[config.mk]
export PLATFORM = sky130hd
export DESIGN_NAME = if_fetch_unit
export DESIGN_NICKNAME = d
export VERILOG_FILES = /design/src/rtl/fetch_pkg.sv /design/src/rtl/fetch_queue.sv /design/src/rtl/if_fetch_unit.sv
export SDC_FILE = /design/constraint.sdc
export NUM_CORES = 1
export LEC_CHECK = 0
export CORE_MARGIN = 10
export CORE_UTILIZATION = 30
export DETAILED_ROUTE_END_ITERATION = 8
export PLACE_DENSITY = 0.54
export SLEW_MARGIN = 15
export SYNTH_ARGS = -nofsm -noshare
export SYNTH_HDL_FRONTEND = slang
export SYNTH_SLANG_ARGS = --single-unit
[constraint.sdc]
create_clock -name clk -period 14 [get_ports clk]
set_input_delay 2.8 -clock clk [delete_from_list [all_inputs] [get_ports clk]]
set_output_delay 2.8 -clock clk [all_outputs]
set_load 0.02 [all_outputs]
[src/rtl/fetch_pkg.sv]
// Shared types for the IF-stage fetch unit: FSM states, queue entry layout and the bubble word.
package fetch_pkg;

   typedef enum logic [1:0] {BOOT, FETCH, FULL, DISCARD} fetch_state_e;

   localparam logic [31:0] BUBBLE_INSTR = 32'h0;

   typedef struct packed {
      logic [31:0] pc;
      logic [31:0] instr;
   } fetch_entry_t;

   function automatic logic [31:0] word_align(input logic [31:0] addr);
      return {addr[31:2], 2'b00};
   endfunction

endpackage

[src/rtl/fetch_queue.sv]
// Small circular queue of fetched {pc, instr} entries; head is read straight from registered storage.
module fetch_queue
   import fetch_pkg::*;
#(
   parameter int DEPTH = 2,
   localparam int PTR_W = $clog2(DEPTH)
)(
   input  logic         clk,
   input  logic         reset,
   input  logic         clear_i,
   input  logic         push_i,
   input  logic         pop_i,
   input  fetch_entry_t data_i,
   output fetch_entry_t head_o,
   output logic [PTR_W:0] count_o,
   output logic         full_o,
   output logic         empty_o
);

   localparam logic [PTR_W:0] FULL_CNT = (PTR_W+1)'(DEPTH);

   fetch_entry_t     mem_q [DEPTH];
   logic [PTR_W-1:0] wr_ptr_q, wr_ptr_d;
   logic [PTR_W-1:0] rd_ptr_q, rd_ptr_d;
   logic [PTR_W:0]   count_q, count_d;
   logic             do_push, do_pop;

   assign full_o  = (count_q == FULL_CNT);
   assign empty_o = (count_q == '0);
   assign count_o = count_q;
   assign head_o  = mem_q[rd_ptr_q];

   // A push into a full queue is only allowed when the head leaves in the same cycle.
   assign do_pop  = pop_i & ~empty_o;
   assign do_push = push_i & (~full_o | do_pop);

   always_comb begin
      wr_ptr_d = wr_ptr_q;
      rd_ptr_d = rd_ptr_q;
      count_d  = count_q;
      if (clear_i) begin
         wr_ptr_d = '0;
         rd_ptr_d = '0;
         count_d  = '0;
      end else begin
         if (do_push) wr_ptr_d = wr_ptr_q + 1'b1;
         if (do_pop)  rd_ptr_d = rd_ptr_q + 1'b1;
         case ({do_push, do_pop})
            2'b10:   count_d = count_q + 1'b1;
            2'b01:   count_d = count_q - 1'b1;
            default: count_d = count_q;
         endcase
      end
   end

   always_ff @(posedge clk) begin
      if (!reset) begin
         wr_ptr_q <= '0;
         rd_ptr_q <= '0;
         count_q  <= '0;
      end else begin
         wr_ptr_q <= wr_ptr_d;
         rd_ptr_q <= rd_ptr_d;
         count_q  <= count_d;
      end
   end

   always_ff @(posedge clk) begin
      if (do_push && !clear_i) mem_q[wr_ptr_q] <= data_i;
   end

endmodule

[src/rtl/if_fetch_unit.sv]
// IF-stage producer: owns the fetch PC, talks to instruction memory, queues returned words and
// presents the queue head to IF/ID, with branch/CSR redirect and in-flight read discard.
module if_fetch_unit
   import fetch_pkg::*;
#(
   parameter logic [31:0] RESET_PC    = 32'h0000_0000,
   parameter int          QUEUE_DEPTH = 2
)(
   input  logic        clk,
   input  logic        reset,
   input  logic        redirect_valid,
   input  logic [31:0] redirect_pc,
   input  logic        csr_redirect,
   input  logic [31:0] csr_pc,
   input  logic        IFID_write,
   input  logic        dm_stall,
   input  logic        im_stall,
   input  logic [31:0] im_rdata,
   output logic        im_req,
   output logic [31:0] im_addr,
   output logic [31:0] instruction,
   output logic [31:0] pc,
   output logic        if_valid,
   output logic        IFID_flush
);

   localparam int CNT_W = $clog2(QUEUE_DEPTH) + 1;

   fetch_state_e state_q, state_d;
   logic [31:0]  fetch_pc_q, fetch_pc_d;
   logic [31:0]  hold_addr_q, hold_addr_d;
   logic [31:0]  target;
   logic         redirect_any, accept, push, pop;
   logic [CNT_W-1:0] q_count;
   logic         q_full, q_empty;
   fetch_entry_t q_head, q_wdata;

   assign redirect_any = csr_redirect | redirect_valid;
   assign target       = word_align(csr_redirect ? csr_pc : redirect_pc);
   assign accept       = (state_q == FETCH) & ~im_stall & ~redirect_any;
   assign push         = accept & (~q_full | pop);
   assign pop          = if_valid & IFID_write & ~im_stall & ~dm_stall;
   assign q_wdata      = {fetch_pc_q, im_rdata};

   fetch_queue #(.DEPTH(QUEUE_DEPTH)) u_queue (
      .clk     (clk),
      .reset   (reset),
      .clear_i (redirect_any),
      .push_i  (push),
      .pop_i   (pop),
      .data_i  (q_wdata),
      .head_o  (q_head),
      .count_o (q_count),
      .full_o  (q_full),
      .empty_o (q_empty)
   );

   assign if_valid    = ~q_empty;
   assign instruction = q_empty ? BUBBLE_INSTR : q_head.instr;
   assign pc          = q_empty ? 32'h0 : q_head.pc;
   assign IFID_flush  = redirect_any & reset;

   always_comb begin
      state_d     = state_q;
      fetch_pc_d  = fetch_pc_q;
      hold_addr_d = hold_addr_q;
      im_req      = 1'b0;
      im_addr     = fetch_pc_q;
      case (state_q)
         BOOT: state_d = FETCH;
         FETCH: begin
            im_req = 1'b1;
            if (accept) begin
               fetch_pc_d = fetch_pc_q + 32'd4;
               if (!pop && q_count == CNT_W'(QUEUE_DEPTH - 1)) state_d = FULL;
            end
         end
         FULL: if (pop) state_d = FETCH;
         DISCARD: begin
            // The stalled read must stay on the bus unchanged until memory completes it.
            im_req  = 1'b1;
            im_addr = hold_addr_q;
            if (!im_stall) state_d = FETCH;
         end
         default: state_d = BOOT;
      endcase
      if (redirect_any) begin
         fetch_pc_d = target;
         if (state_q == FETCH && im_stall) begin
            state_d     = DISCARD;
            hold_addr_d = fetch_pc_q;
         end else if (state_q == DISCARD && im_stall) begin
            state_d = DISCARD;
         end else begin
            state_d = FETCH;
         end
      end
   end

   always_ff @(posedge clk) begin
      if (!reset) begin
         state_q     <= BOOT;
         fetch_pc_q  <= RESET_PC;
         hold_addr_q <= '0;
      end else begin
         state_q     <= state_d;
         fetch_pc_q  <= fetch_pc_d;
         hold_addr_q <= hold_addr_d;
      end
   end

endmodule
==> results.md, run 1 <==
* Slew headroom at 0.3774
* All-Layer GR Usage at 0.1348
* Worst setup margin at 6.517 ns
* Hold_sp: hold_addr_q[12]
* Area after DPL at 10770 sq um
* Number of remaining DRC errors at 0
* Hold Vio Cnt, Final at 0
* Clk root buf: clkbuf_16
* Outcome: complete, no violations
* Cells after Synth at 731
* Max-slew violation count at 0
* TNS Setup at 0 ns
* Gr ovfl total at 0
* Worst Path Max Fanout at 20
* Critical path type: input pin to output pin
* Post-synthesis register bit count at 191
* Detailed router's first-iteration violation count at 317
* Final WL at 24570 um
* Final Cycle Share at 0.5345
* WHS at 0.4537 ns
* Placed insts at 1262
* CTS hold repair buffers at 0
* Top FF cell, synth: edfxtp_1
* Total CTS buffers at 17
* Post-CTS Setup Bufs at 0
* Tightest Pin Transition at 0.9339 ns
* Max cap viols at 0
* Min Clock Period, post-route at 7.483 ns
* Final ANT Viol Nets at 0
* Via density at 4.741
* CTS resizes at 0
* PortBufs at 193
* Largest net degree at the start of global routing at 63
* Core area at 27930 sq um
* Final net count at 1011
* Yosys top cell by area: edfxtp_1
* Die area at 35520 sq um
* CTS HTree Levels at 4
* Via Count at 6139
* Clk slew on worst S/H paths at 0.07 ns
* Pre-Repair DR Iteration Count at 5
* CTS max path bufs at 2
* Critical Path Source Type: input pin
* R2R Setup Slk at 10.79 ns
* Asr flop ratio synth at 0
* Post-Syn Area at 8516 sq um
* Synth warn at 0
* Clock latency at the later pin of the worst-skew pair at 0.44 ns
* Fin Clk Skew at 0.01759 ns
* CTS tree: built
* Post-synth EDFFs at 124
* Worst hold path type: register to register
* Synth area leaders: edfxtp_1 (44%), dfxtp_1 (16%), mux2i_1 (7.9%)
* Num rows at 61
* Clock sinks at 191
* Area share of the largest cell type after synthesis at 0.4373
* Sequential area share after synthesis at 0.5948
* Hold depth at 2
* Setup Viol. Count Final at 0
* Starting Density at 0.3048
* Leak at 3.628 nW
* Crit path DAT at 4.68 ns
* Initial antenna violation count at 2
* Avg Cell Area, Syn at 11.65 sq um
* DP Wirelength at 17070 um
* Yosys cell types at 59
* P&R area growth vs syn at 33.41%
* Reg2reg path depth at 8
* Max Clock Freq at 133.6 MHz
* Die H at 188.5 um
* FF-to-FF Start: u_queue.count_o[0]
* Pwr per Cell Area at 108.2 nW/um^2
* End of the worst register-to-register path: u_queue.mem_q[0][37]
* Io pins at 202
* CP endpoint kind: output pin
* WL/cell at 18.97 um
* Required @ worst endpoint at 11.20 ns
* GPL Wtd Cong at 0.7754
* Vias in the first global route at 6117
* Setup slack at placement at 6.518 ns
* Fin area at 11360 sq um
* Worst hold endpoint: hold_addr_q[12]
* First-pass GRT wire length at 37230 um
* RSZ-0062 raised after global routing: no
* Final std cells w/o fill at 1295
* Layout cells sized above 1 at 0.1015
* Die width at 188.5 um
* Peak supply drop at 0.06669 mV
[per-layer routing]
layer / track usage / part of all wire / vias up
li1: - / - / 3004
met2: 0.2114 / 0.46 / 174
met1: 0.1750 / 0.46 / 2945
met4: 0.03083 / 0.0075 / 2
met3: 0.04653 / 0.075 / 14
met5: 0 / 0.00045 / -
[worst max-delay path, stage by stage]
cell             delay (ns)
clkdlybuf4s50_1        1.01
inv_1                  0.12
nor2_1                 0.13
clkdlybuf4s50_1        0.61
[placed cells by master, fill, tap and decap left out, drive strengths merged, types with 7 or more instances in the layout]
| cell type | Yosys | final |
|---|---|---|
| a21oi | 43 | 43 |
| a22oi | 12 | 12 |
| buf | 20 | 12 |
| clkbuf | 35 | 17 |
| clkdlybuf4s50 | 0 | 193 |
| dfxtp | 67 | 67 |
| edfxtp | 124 | 124 |
| inv | 13 | 22 |
| mux2 | 30 | 30 |
| mux2i | 67 | 67 |
| nand2 | 88 | 88 |
| nand3 | 21 | 21 |
| nand4 | 9 | 9 |
| nor2 | 78 | 78 |
| nor4 | 9 | 9 |
| o21ai | 13 | 13 |
| o22ai | 7 | 7 |
| xnor2 | 18 | 18 |
[sequential cells by signal (all words and copies together), names as in the netlist, named ones only]
register	flops
state_q	2
hold_addr_q	30
u_queue.count_o	2
u_queue.wr_ptr_q	1
fetch_pc_q	30
u_queue.rd_ptr_q	1
u_queue.mem_q	124
[cell type report]
cell class | instances | area (sq um)
fill | 2708 | 16570
sequential | 191 | 5069
multi-input combinational | 475 | 3161
timing repair buffer | 205 | 2022
tap | 378 | 473.0
clock buffer | 17 | 425.4
clock inverter | 15 | 160.2
inverter | 13 | 48.80
antenna | 1 | 2.502
[cell families (layout without fill, tap and decap cells)]
logic type	Yosys count	count (layout)	synth area share
buf+inv	68	250	0.03688
fa+ha+maj	5	5	0.007346
other cells	1	5	0.0004404
xor+xnor	23	23	0.02366
flops	191	191	0.5948
mux	97	97	0.1184
compound gates	112	112	0.08537
simple gates	234	234	0.1331
[worst max-delay path by stage]
stage	from	end	slack, ns
after global placement	reset	IFID_flush	6.45
final	reset	IFID_flush	6.52
after floorplan	im_stall	u_queue.mem_q[0][0]	7.08
after CTS	reset	IFID_flush	6.50
after detailed placement	reset	IFID_flush	6.52
after global routing	reset	IFID_flush	6.40
[synthesized netlist by cell type, drive strengths merged (2+ instances only)]
| cell type | instances |
|---|---|
| a211oi | 3 |
| a21oi | 43 |
| a222oi | 2 |
| a22o | 2 |
| a22oi | 12 |
| a311oi | 2 |
| a31oi | 2 |
| and2 | 2 |
| and3 | 4 |
| and4 | 4 |
| buf | 20 |
| clkbuf | 35 |
| dfxtp | 67 |
| edfxtp | 124 |
| ha | 5 |
| inv | 13 |
| mux2 | 30 |
| mux2i | 67 |
| nand2 | 88 |
| nand3 | 21 |
| nand4 | 9 |
| nor2 | 78 |
| nor2b | 4 |
| nor3 | 6 |
| nor4 | 9 |
| o211ai | 4 |
| o21a | 2 |
| o21ai | 13 |
| o221ai | 6 |
| o22ai | 7 |
| o31a | 6 |
| o31ai | 4 |
| or4 | 2 |
| xnor2 | 18 |
| xor2 | 5 |
[metrics by stage]
step                      utilization  total power, mW
after floorplan                     -           0.6936
after global routing           0.4066            1.275
after CTS                      0.4066            1.246
after global placement         0.3856           0.7575
final                          0.4067            1.229
after detailed placement       0.3856           0.7591
[report_power, final]
part	total [mW]	internal, mW	switching [mW]
combinational	0.116	0.0600	0.0564
sequential	0.629	0.612	0.0171
clock	0.484	0.241	0.243
total	1.23	0.912	0.317
Note: power is estimated with default switching activity, not from simulation.
==> inputs of run 2 (changes only) <==
==> constraint.sdc (replaced) <==
create_clock -name clk -period 6.95 [get_ports clk]
set_input_delay 1.39 -clock clk [delete_from_list [all_inputs] [get_ports clk]]
set_output_delay 1.39 -clock clk [all_outputs]
set_load 0.02 [all_outputs]
==> run 2 against run 1 <==
- clock power increased by 94%
- clock skew is 0.0018 ns lower
- critical path depth unchanged
- die area unchanged
==> results.md, run 2 (synthesized netlist as in run 1, its figures left out) <==
* Commonest non-fill, non-tap cell in the layout: clkdlybuf4s50_1
* Via density at 4.746
* GR Layer Usage met3 at 0.04634
* CTS max path bufs at 2
* GR Layer Usage met1 at 0.1755
* Die area at 35520 sq um
* Total CTS buffers at 17
* Worst hold path type: register to register
* CTS hold repair buffers at 0
* Clock sinks at 191
* CTS resizes at 0
* Final ANT Viol Nets at 0
* Worst hold endpoint: hold_addr_q[14]
* Tightest Pin Transition at 1.062 ns
* WL/cell at 19.22 um
* DP Wirelength at 17190 um
* Die H at 188.5 um
* Number of remaining DRC errors at 0
* Post-CTS Setup Bufs at 0
* Hold Vio Cnt, Final at 0
* CTS HTree Levels at 4
* RSZ-0062 raised after global routing: no
* Tot Pwr at 2.442 mW
* Fillers at 2733
* Final Cycle Share at 0.6732
* Initial antenna violation count at 1
* Top reg by flops: u_queue.mem_q
* P&R area growth vs syn at 33.24%
* Gr ovfl total at 0
* Clock latency at the later pin of the worst-skew pair at 0.43 ns
* Starting Density at 0.3048
* Reg2reg path depth at 8
* R2R Setup Slk at 3.61 ns
* FF-to-FF Start: u_queue.count_o[0]
* Min Clock Period, post-route at 4.678 ns
* Gr busiest metal: met2
* Required @ worst endpoint at 5.56 ns
* Layout cells sized above 1 at 0.1014
* End of the worst register-to-register path: u_queue.mem_q[0][10]
* Max-slew violation count at 0
* Clk root buf: clkbuf_16
* Die width at 188.5 um
* Core area at 27930 sq um
* GPL Wtd Cong at 0.7961
* CTS tree: built
* Multi-input gate area at 3161 sq um
* Clk slew on worst S/H paths at 0.06 ns
* Outcome: complete, no violations
* Hold_sp: hold_addr_q[14]
* Biggest regs: u_queue.mem_q (124), fetch_pc_q (30), hold_addr_q (30)
* Max FFs per register at 124
* Pre-Repair DR Iteration Count at 5
* Largest net degree at the start of global routing at 63
* Detailed router's first-iteration violation count at 352
* Final WL at 24920 um
* Critical path type: input pin to output pin
* Fin Clk Skew at 0.01584 ns
* PortBufs at 193
* Worst Path Max Fanout at 20
* Max Clock Freq at 213.7 MHz
* TNS Setup at 0 ns
* Critical Path Source Type: input pin
* Slew headroom at 0.2903
* Peak supply drop at 0.1378 mV
* Hold depth at 2
* Max cap viols at 0
* Io pins at 202
* Num rows at 61
* Sequential cell area at 5069 sq um
* First-pass GRT wire length at 37690 um
* Pwr per Cell Area at 215.2 nW/um^2
* All-Layer GR Usage at 0.1364
* Vias in the first global route at 6291
* Setup Viol. Count Final at 0
* Via Count at 6151
* Most frequent cells in the layout: clkdlybuf4s50_1 (193), edfxtp_1 (124), nand2_1 (87), nor2_1 (77), mux2i_1 (67)
* Crit path DAT at 3.29 ns
* Final net count at 1012
* Leak at 3.625 nW
* GR Layer Usage met2 at 0.2170
* CP endpoint kind: output pin
## run 2: cell types whose count changed in the layout (fill, tap and decap cells not counted), sizes merged
cell / delta
buf: +1
clkbuf: +2
clkinv: +1
inv: -2
clkinvlp: -1
## run 2: where the power goes
part	total (mW)	switching (mW)	internal, mW	leakage [nW]
sequential	1.27	0.0341	1.23	1.68
combinational	0.236	0.115	0.121	1.67
clock	0.940	0.457	0.483	0.278
## run 2: worst max-delay path by stage
stage	from	endpoint	slack, ns	cells past startpoint
2_1_floorplan	im_stall	u_queue.mem_q[0][0]	1.44	6
3_3_place_gp	reset	IFID_flush	2.23	4
3_5_place_dp	im_stall	u_queue.mem_q[0][17]	2.24	7
4_1_cts	reset	IFID_flush	2.25	4
5_1_grt	reset	IFID_flush	2.15	4
6_report	reset	IFID_flush	2.27	4
## run 2: final cells by class
| class | instances | share of cell area |
|---|---|---|
| tap | 378 | 0.04169 |
| multi-input combinational | 475 | 0.2786 |
| inverter | 13 | 0.004301 |
| clock inverter | 13 | 0.01059 |
| antenna | 1 | 0.0002206 |
| timing repair buffer | 206 | 0.1789 |
| sequential | 191 | 0.4467 |
| clock buffer | 19 | 0.03904 |
## run 2: critical path: stages
cell	delay [ns]
clkdlybuf4s50_1	1.02
inv_1	0.13
nor2_1	0.14
clkdlybuf4s50_1	0.61
## run 2: metal layers
layer	up-vias	routed length (um)
li1	3000	-
met5	-	0
met1	2958	11550
met4	0	246
met3	14	1682
met2	179	11430
## run 2: per-stage QoR
| stage | cell area (sq um) | hold slack, ns | worst slack (ns) | util | cells |
|---|---|---|---|---|---|
| detailed placement | 10780 | 0.4458 | 2.241 | 0.3859 | 1263 |
| floorplan | 8527 | 0.4202 | 1.442 | - | 734 |
| CTS | 11340 | 0.4558 | 2.255 | 0.4061 | 1295 |
| global route | 11340 | 0.4728 | 2.149 | 0.4061 | 1295 |
| global placement | 10780 | 0.4392 | 2.227 | 0.3859 | 1263 |
| finish | 11350 | 0.4525 | 2.272 | 0.4062 | 1296 |
